### src/rtl/bm_nibble_word_decoder_pkg.sv
// Shared defaults and state encoding for the nibble word decoder and its
// companion encoder bench.
package bm_nibble_word_decoder_pkg;

  localparam int DEF_BITS = 4;
  localparam int DEF_NIBS = 4;

  typedef enum logic [1:0] {
    ST_IDLE    = 2'd0,
    ST_COLLECT = 2'd1,
    ST_HOLD    = 2'd2
  } state_e;

endpackage

### src/rtl/bm_nibble_inv.sv
// Purely combinational complement decode: value = ~code over BITS bits.
module bm_nibble_inv #(
  parameter int BITS = 4
) (
  input  logic [BITS-1:0] code,
  output logic [BITS-1:0] value
);

  assign value = ~code;

endmodule

### src/rtl/bm_nibble_word_decoder.sv
// Decodes a stream of complement-encoded nibbles and assembles NIBS of them
// into one word, first nibble in the MSBs, held until the consumer takes it.
module bm_nibble_word_decoder
  import bm_nibble_word_decoder_pkg::*;
#(
  parameter int BITS = DEF_BITS,
  parameter int NIBS = DEF_NIBS
) (
  input  logic                 clock,
  input  logic                 reset,
  input  logic                 in_valid,
  input  logic                 in_first,
  input  logic [BITS-1:0]      in_code,
  output logic                 in_ready,
  output logic                 out_valid,
  input  logic                 out_ready,
  output logic [BITS*NIBS-1:0] out_data,
  output logic                 err
);

  localparam int W  = BITS * NIBS;
  localparam int CW = $clog2(NIBS + 1);

  // Handshake: a nibble transfers on any rising edge where in_valid and
  // in_ready are both high; a word transfers where out_valid and out_ready are.
  state_e          state_q, state_d;
  logic [CW-1:0]   cnt_q, cnt_d;
  logic [W-1:0]    shift_q, shift_d;
  logic [W-1:0]    data_q, data_d;
  logic            err_q, err_d;
  logic [BITS-1:0] value;
  logic [W-1:0]    shifted;
  logic            accept;

  bm_nibble_inv #(.BITS(BITS)) u_inv (
    .code  (in_code),
    .value (value)
  );

  // Readiness follows state only; held low while reset is asserted.
  assign in_ready  = !reset && (state_q == ST_IDLE || state_q == ST_COLLECT);
  assign accept    = in_valid && in_ready;
  assign shifted   = {shift_q[W-BITS-1:0], value};
  assign out_valid = (state_q == ST_HOLD);
  assign out_data  = data_q;
  assign err       = err_q;

  always_comb begin
    state_d = state_q;
    cnt_d   = cnt_q;
    shift_d = shift_q;
    data_d  = data_q;
    err_d   = 1'b0;
    case (state_q)
      ST_IDLE: begin
        if (accept) begin
          if (in_first) begin
            shift_d = shifted;
            cnt_d   = CW'(1);
            state_d = ST_COLLECT;
          end else begin
            err_d = 1'b1;
          end
        end
      end
      ST_COLLECT: begin
        if (accept) begin
          shift_d = shifted;
          if (in_first) begin
            // Framing error: the partial word is abandoned, this nibble restarts it.
            cnt_d = CW'(1);
            err_d = 1'b1;
          end else if (cnt_q == CW'(NIBS - 1)) begin
            data_d  = shifted;
            cnt_d   = '0;
            state_d = ST_HOLD;
          end else begin
            cnt_d = cnt_q + CW'(1);
          end
        end
      end
      ST_HOLD: begin
        if (out_ready) state_d = ST_IDLE;
      end
      default: begin
        state_d = ST_IDLE;
        cnt_d   = '0;
      end
    endcase
  end

  always_ff @(posedge clock) begin
    if (reset) begin
      state_q <= ST_IDLE;
      cnt_q   <= '0;
      shift_q <= '0;
      data_q  <= '0;
      err_q   <= 1'b0;
    end else begin
      state_q <= state_d;
      cnt_q   <= cnt_d;
      shift_q <= shift_d;
      data_q  <= data_d;
      err_q   <= err_d;
    end
  end

endmodule
### config.mk
export PLATFORM = sky130hd
export DESIGN_NAME = bm_nibble_word_decoder
export DESIGN_NICKNAME = d
export VERILOG_FILES = /design/src/rtl/bm_nibble_word_decoder_pkg.sv /design/src/rtl/bm_nibble_inv.sv /design/src/rtl/bm_nibble_word_decoder.sv
export SDC_FILE = /design/constraint.sdc
export NUM_CORES = 1
export LEC_CHECK = 0
export CORE_ASPECT_RATIO = 1.75
export CORE_MARGIN = 2
export CORE_UTILIZATION = 51
export CTS_BUF_LIST = sky130_fd_sc_hd__clkbuf_8
export DETAILED_ROUTE_END_ITERATION = 16
export PLACE_DENSITY = 0.8
export SLEW_MARGIN = 20
export SYNTH_ARGS = -nofsm -noshare
export SYNTH_HDL_FRONTEND = slang
export SYNTH_SLANG_ARGS = --single-unit
### constraint.sdc
create_clock -name clock -period 2.1 [get_ports clock]
set_clock_uncertainty 0.05 [all_clocks]
set_input_delay 0.42 -clock clock [delete_from_list [all_inputs] [get_ports clock]]
set_output_delay 0.42 -clock clock [all_outputs]
set_load 0.005 [all_outputs]
# Word level (Yosys, flattened, before mapping)
# Cells that the tools add are included.
dict set report classes {
  eq_ne 9
  addsub 1
  reduce_logical 10
  bitwise 3
  muxes 22
}
# operator n
set op_table {}
lappend op_table {{2-to-1 mux 12 bit} 3}
lappend op_table {{one-hot mux 12 bit (2 select lines)} 1}
lappend op_table {{2-to-1 mux 3 bit} 5}
lappend op_table {{2-to-1 mux 2 bit} 6}
lappend op_table {{AND reduction 4 bit} 3}
lappend op_table {{one-hot mux 3 bit (3 select lines)} 1}
lappend op_table {{!= test 2 bit, second input constant} 4}
lappend op_table {{one-hot mux 2 bit (3 select lines)} 1}
lappend op_table {{AND reduction 6 bit} 1}
lappend op_table {{2-to-1 mux 1 bit} 4}
lappend op_table {{!= test 2 x 1 -> 1 bit, second input constant} 2}
lappend op_table {{inverter 4 bit} 1}
lappend op_table {{adder 3 x 1 -> 3 bit, second input constant} 1}
lappend op_table {{equality test 3 x 2 -> 1 bit, second input constant} 1}
lappend op_table {{equality test 2 x 1 -> 1 bit, second input constant} 1}
lappend op_table {{equality test 2 bit, second input constant} 1}
lappend op_table {{logical AND 1 bit} 2}
lappend op_table {{zero test 2 bit} 1}
lappend op_table {{inverter 1 bit} 2}
lappend op_table {{one-hot mux 1 bit (2 select lines)} 1}
lappend op_table {{nonzero test 2 bit} 1}
lappend op_table {{zero test 1 bit} 1}
lappend op_table {{logical OR 1 bit} 1}
dict set report totals {
  input_bits 9
  elab_cells 50
  regBits 34
}

# Depth between registers and ports, before layout
# Gate-level depths: netlist of the first run.
dict set report logic_depth {
  depth_word 6
  mapped_depth 6
  depth_no_buf 5
}

# By module
# Synthesis of the first run repeated with hierarchy kept, for this count alone.
dict set report hier_totals {
  cells_unflattened 150
  hier_area_um2 1343.8
}
# mod area_per_inst_um2 n_inst cells_each
set modules_own_cells {}
lappend modules_own_cells {bm_nibble_word_decoder 1328.8 1 146}
lappend modules_own_cells {bm_nibble_inv 15.0 1 4}

# Worst setup path before layout of the first run
# OpenSTA, ideal clock, no wires.
dict set report synth_timing {
  path_kind {input to register}
  start {input port reset}
  end {register cnt_q[0]}
  arrival_time_ns 1.534
  setup_slack_ns 0.384
  path_buffers 2
  stages 6
  path_cell_list {clkbuf_1 > or3b_4 > or2_2 > buf_2 > nand3b_1 > a22oi_1}
}
dict set report synth_via {
  elab_chain_cells 5
  elab_cells_between_ends 6
}
# element line_no
set synth_rtl {}
lappend synth_rtl {{start: declaration} bm_nibble_word_decoder.sv:10} ;# input logic reset,
lappend synth_rtl {{zero test 1 bit} bm_nibble_word_decoder.sv:41} ;# assign in_ready = !reset && (state_q == ST_IDLE || state_q == ST_COLLECT);
lappend synth_rtl {{logical AND 1 bit} bm_nibble_word_decoder.sv:41}
lappend synth_rtl {{logical AND 1 bit} bm_nibble_word_decoder.sv:42} ;# assign accept = in_valid && in_ready;
lappend synth_rtl {{!= test 2 bit (no source line)} n/a}
lappend synth_rtl {{AND reduction 4 bit (no source line)} n/a}
lappend synth_rtl {{end signal: assignment} bm_nibble_word_decoder.sv:101} ;# cnt_q <= cnt_d;
lappend synth_rtl {{end: declaration} bm_nibble_word_decoder.sv:27} ;# logic [CW-1:0] cnt_q, cnt_d;
# Several ways; a longest one is shown, not always the timed one.
# A chain may end at the register's enable or synchronous reset.

# Worst setup path after layout of the first run
dict set report layout_timing {
  start {input port reset}
  end {output port in_ready}
}
dict set report layout_via {
  elab_chain_cells 2
}
# element line_no
set layout_rtl {}
lappend layout_rtl {{zero test 1 bit} bm_nibble_word_decoder.sv:41}
lappend layout_rtl {{logical AND 1 bit} bm_nibble_word_decoder.sv:41}
lappend layout_rtl {{end: declaration} bm_nibble_word_decoder.sv:14} ;# output logic in_ready,
# Every way passes these cells.

==> results of run 1 <==
logic make-up (layout without fill, tap and decap cells):
kind of cell / count (synthesis) / in the layout / synth area share
compound gates: 37 / 37 / 0.180
fa+ha+maj: 1 / 1 / 0.00963
buf+inv: 12 / 44 / 0.0453
flops: 34 / 34 / 0.524
simple gates: 71 / 71 / 0.241
report_power, final:
group,leakage [nW],switching (mW),internal (mW)
Sequential,0.276,0.0105,0.657
Clock,0.0524,0.231,0.259
Combinational,0.278,0.0409,0.0431
cell type report:
| type | count | area (um^2) | area share |
|---|---|---|---|
| clock buffer | 6 | 82.6 | 0.0480 |
| clock inverter | 2 | 8.76 | 0.00509 |
| inverter | 2 | 7.51 | 0.00436 |
| multi-input combinational | 109 | 559 | 0.325 |
| sequential | 34 | 682 | 0.396 |
| tap | 26 | 32.5 | 0.0189 |
| timing repair buffer | 34 | 348 | 0.202 |
cells in the mapped netlist:
cell type,n
nand2_1,46
dfxtp_1,34
a21oi_1,22
nor2_1,11
clkbuf_1,6
a211oi_1,4
a211oi_2,4
nor2b_1,4
o21ai_0,3
a22oi_1,2
buf_2,2
inv_1,2
nor3_1,2
a21o_1,1
a31oi_1,1
and3_1,1
and3b_1,1
buf_4,1
buf_6,1
ha_1,1
nand3b_1,1
nand4_1,1
nor2_4,1
or2_2,1
or3_1,1
or3b_4,1
sequential cells by signal, summed over array words and instances, names as in the netlist:
name	flops
err	1
shift_q	12
cnt_q	3
out_data	16
state_q	2
worst max-delay path by stage:
stage,startpoint,endpoint,slack [ps],cells after the start
after floorplan,reset,cnt_q[0],380,6
after global placement,in_valid,out_data[3],20,6
after detailed placement,reset,out_data[2],-40,6
after CTS,reset,in_ready,60,3
after global routing,reset,in_ready,10,3
final,reset,in_ready,60,3
timing repair:
item,4_1_cts,5_1_grt
endpoints found under the hold margin,0,0
endpoints found under the setup margin,0,1
gates resized for setup,0,1
stage by stage:
stage | instances | hold WS (ps) | utilization | total power [mW]
finish | 213 | 402 | 0.699 | 1.24
global placement | 205 | 382 | 0.661 | 0.762
global route | 213 | 417 | 0.699 | 1.30
floorplan | 155 | 375 | - | 0.724
detailed placement | 205 | 392 | 0.661 | 0.766
CTS | 213 | 402 | 0.698 | 1.25
layer usage:
layer	part of all wire	wire, um
met1	0.41	1040
met2	0.51	1290
met3	0.042	107
met4	0.035	89
met5	0	0
worst min-delay path: stages (launching register included):
cell     delay [ps]
dfxtp_1         310
inv_1            50
a21oi_1          50
==> metrics.csv, run 1 <==
stage,metric,value,unit
status,status,"finished, final reports clean",
cts,holdBufCountCts,0,
critical_path,critPathMaxStageDelay,520,ps
synthesis,synth-seq-area-share,0.524,
die,die_area,2980,um^2
global_route,met1_usage,0.210,
critical_path,critical_path.cell_chain,clkdlybuf4s50_1 -> nor2_1 -> clkdlybuf4s50_1,
critical_path,crit_path_start_kind,primary input,
cts,path_clk_slew,60,ps
final_layout,final_common_cell,nand2_1,
cts,ctsHtreeMaxLevel,2,
global_route,antenna_found_initial,0,
cts,clockBufferDepth,2,
synthesis,syn-num-nets,165,
global_route,first_global_vias,1003,
power,p_per_area,721,nW/um^2
critical_path,crit_arrival,1570,ps
die,die_height,70.8,um
placed_design,pre_cts_slack,-37.3,ps
global_route,grt_usage,0.196,
timing,worst_pin_slew,311,ps
die,coreArea,2460,um^2
synthesis,synth_top_area_share,0.524,
die,start_util,0.527,
route,drt_iter0_markers,21,
final_layout,antenna_cells,0,
critical_path,crit_slowest_cell,clkdlybuf4s50_1,
final_layout,syn_to_final_growth,32.5,%
final_layout,fin_nets,196,
timing,finalCritPeriodShare,0.973,
cts,cts_buffers,5,
synthesis,synth.avg_cell_area,8.38,um^2
route,route.vias.total,1092,
critical_path,reg2reg_depth,5,
placed_design,portBuffers,27,
timing,fin_crit,2040,ps
power,p_leak,0.607,nW
critical_path,worst-path-buf-inv,2,
route,via_per_inst,5.13,
die,ioPinCount,28,
final_layout,final_area,1720,um^2
timing,worst_slack,55.7,ps
synthesis,netlist_top_cells_area,"dfxtp_1 52%, nand2_1 13%, a21oi_1 8.5%",
power,ir_drop,0.526,mV
hold_path,min_from,cnt_q[1],
timing,hold_viol,0,
critical_path,critical_path_class,in2out,
final_layout,drive_gt1_frac,0.118,
critical_path,cp_top_family,buffers and inverters,
critical_path,cp_max_fo,4,
critical_path,r2r_end,out_data[2],
placed_design,placed_cell_area,1630,um^2
synthesis,postSynthCellCount,155,
cts,cts_tree,done,
placed_design,hpwl,1.85,mm
route,ant_nets,0,
critical_path,cp.required,1630,ps
critical_path,critPathCaptureType,output pin,
synthesis,mappedNetlistArea,1300,um^2
timing,relSlewSlack,0.792,
hold_path,hold_class,reg2reg,
cts,cts_setup_buffers,0,
route,routedWlPerCell,11.8,um
cts,clockRootBuffer,clkbuf_8,
global_route,grt_util_met3,0.0485,
timing,slew_viol_final,0,
final_layout,final.fill_count,203,
die,die_x,42.1,um
global_route,grt_util_met2,0.326,
job,cap_violations,0,
route,drt_wl_total,2.52,mm
timing,tns,0,ps
cts,clock_sinks,34,
synthesis,synth.distinct_cells,26,
global_route,grt_max_degree,21,
die,row_count,24,
critical_path,regToRegStartpoint,state_q[1],
synthesis,yosysTopAreaCell,dfxtp_1,
hold_path,holdPathEnd,cnt_q[1],
synthesis,yosys_warnings,0,
global_route,grt_pass1_wl,4.42,mm
timing,finalSetupViolCount,0,
critical_path,reg2reg_slack,500,ps
route,drt_pass1_iterations,4,
final_layout,layout_common_cells,"46 x nand2_1, 33 x dfxtp_1, 27 x clkdlybuf4s50_1",
synthesis,ys_ff_latch,34,
route,route.detailed.drc,0,
hold_path,min_path_cells,2,
global_route,grt_busiest_layer,met2,
cts,insertion_delay,290,ps
critical_path,cpMostUsedCell,clkdlybuf4s50_1,
placed_design,gp_congestion,0.839,
global_route,grt.overflow.total,0,
timing,rsz0062_at_grt,no,
timing,fmax,0.489,GHz
Power figures use the tool's default switching activity.
==> run 2, diff against run 1 <==
--- a/config.mk
+++ b/config.mk
@@ -15,3 +15,4 @@
 export SYNTH_ARGS = -nofsm -noshare
 export SYNTH_HDL_FRONTEND = slang
 export SYNTH_SLANG_ARGS = --single-unit
+export TNS_END_PERCENT = 20
==> results of run 2 <==
Final layout, timing and power as in run 1 (identical DEF).
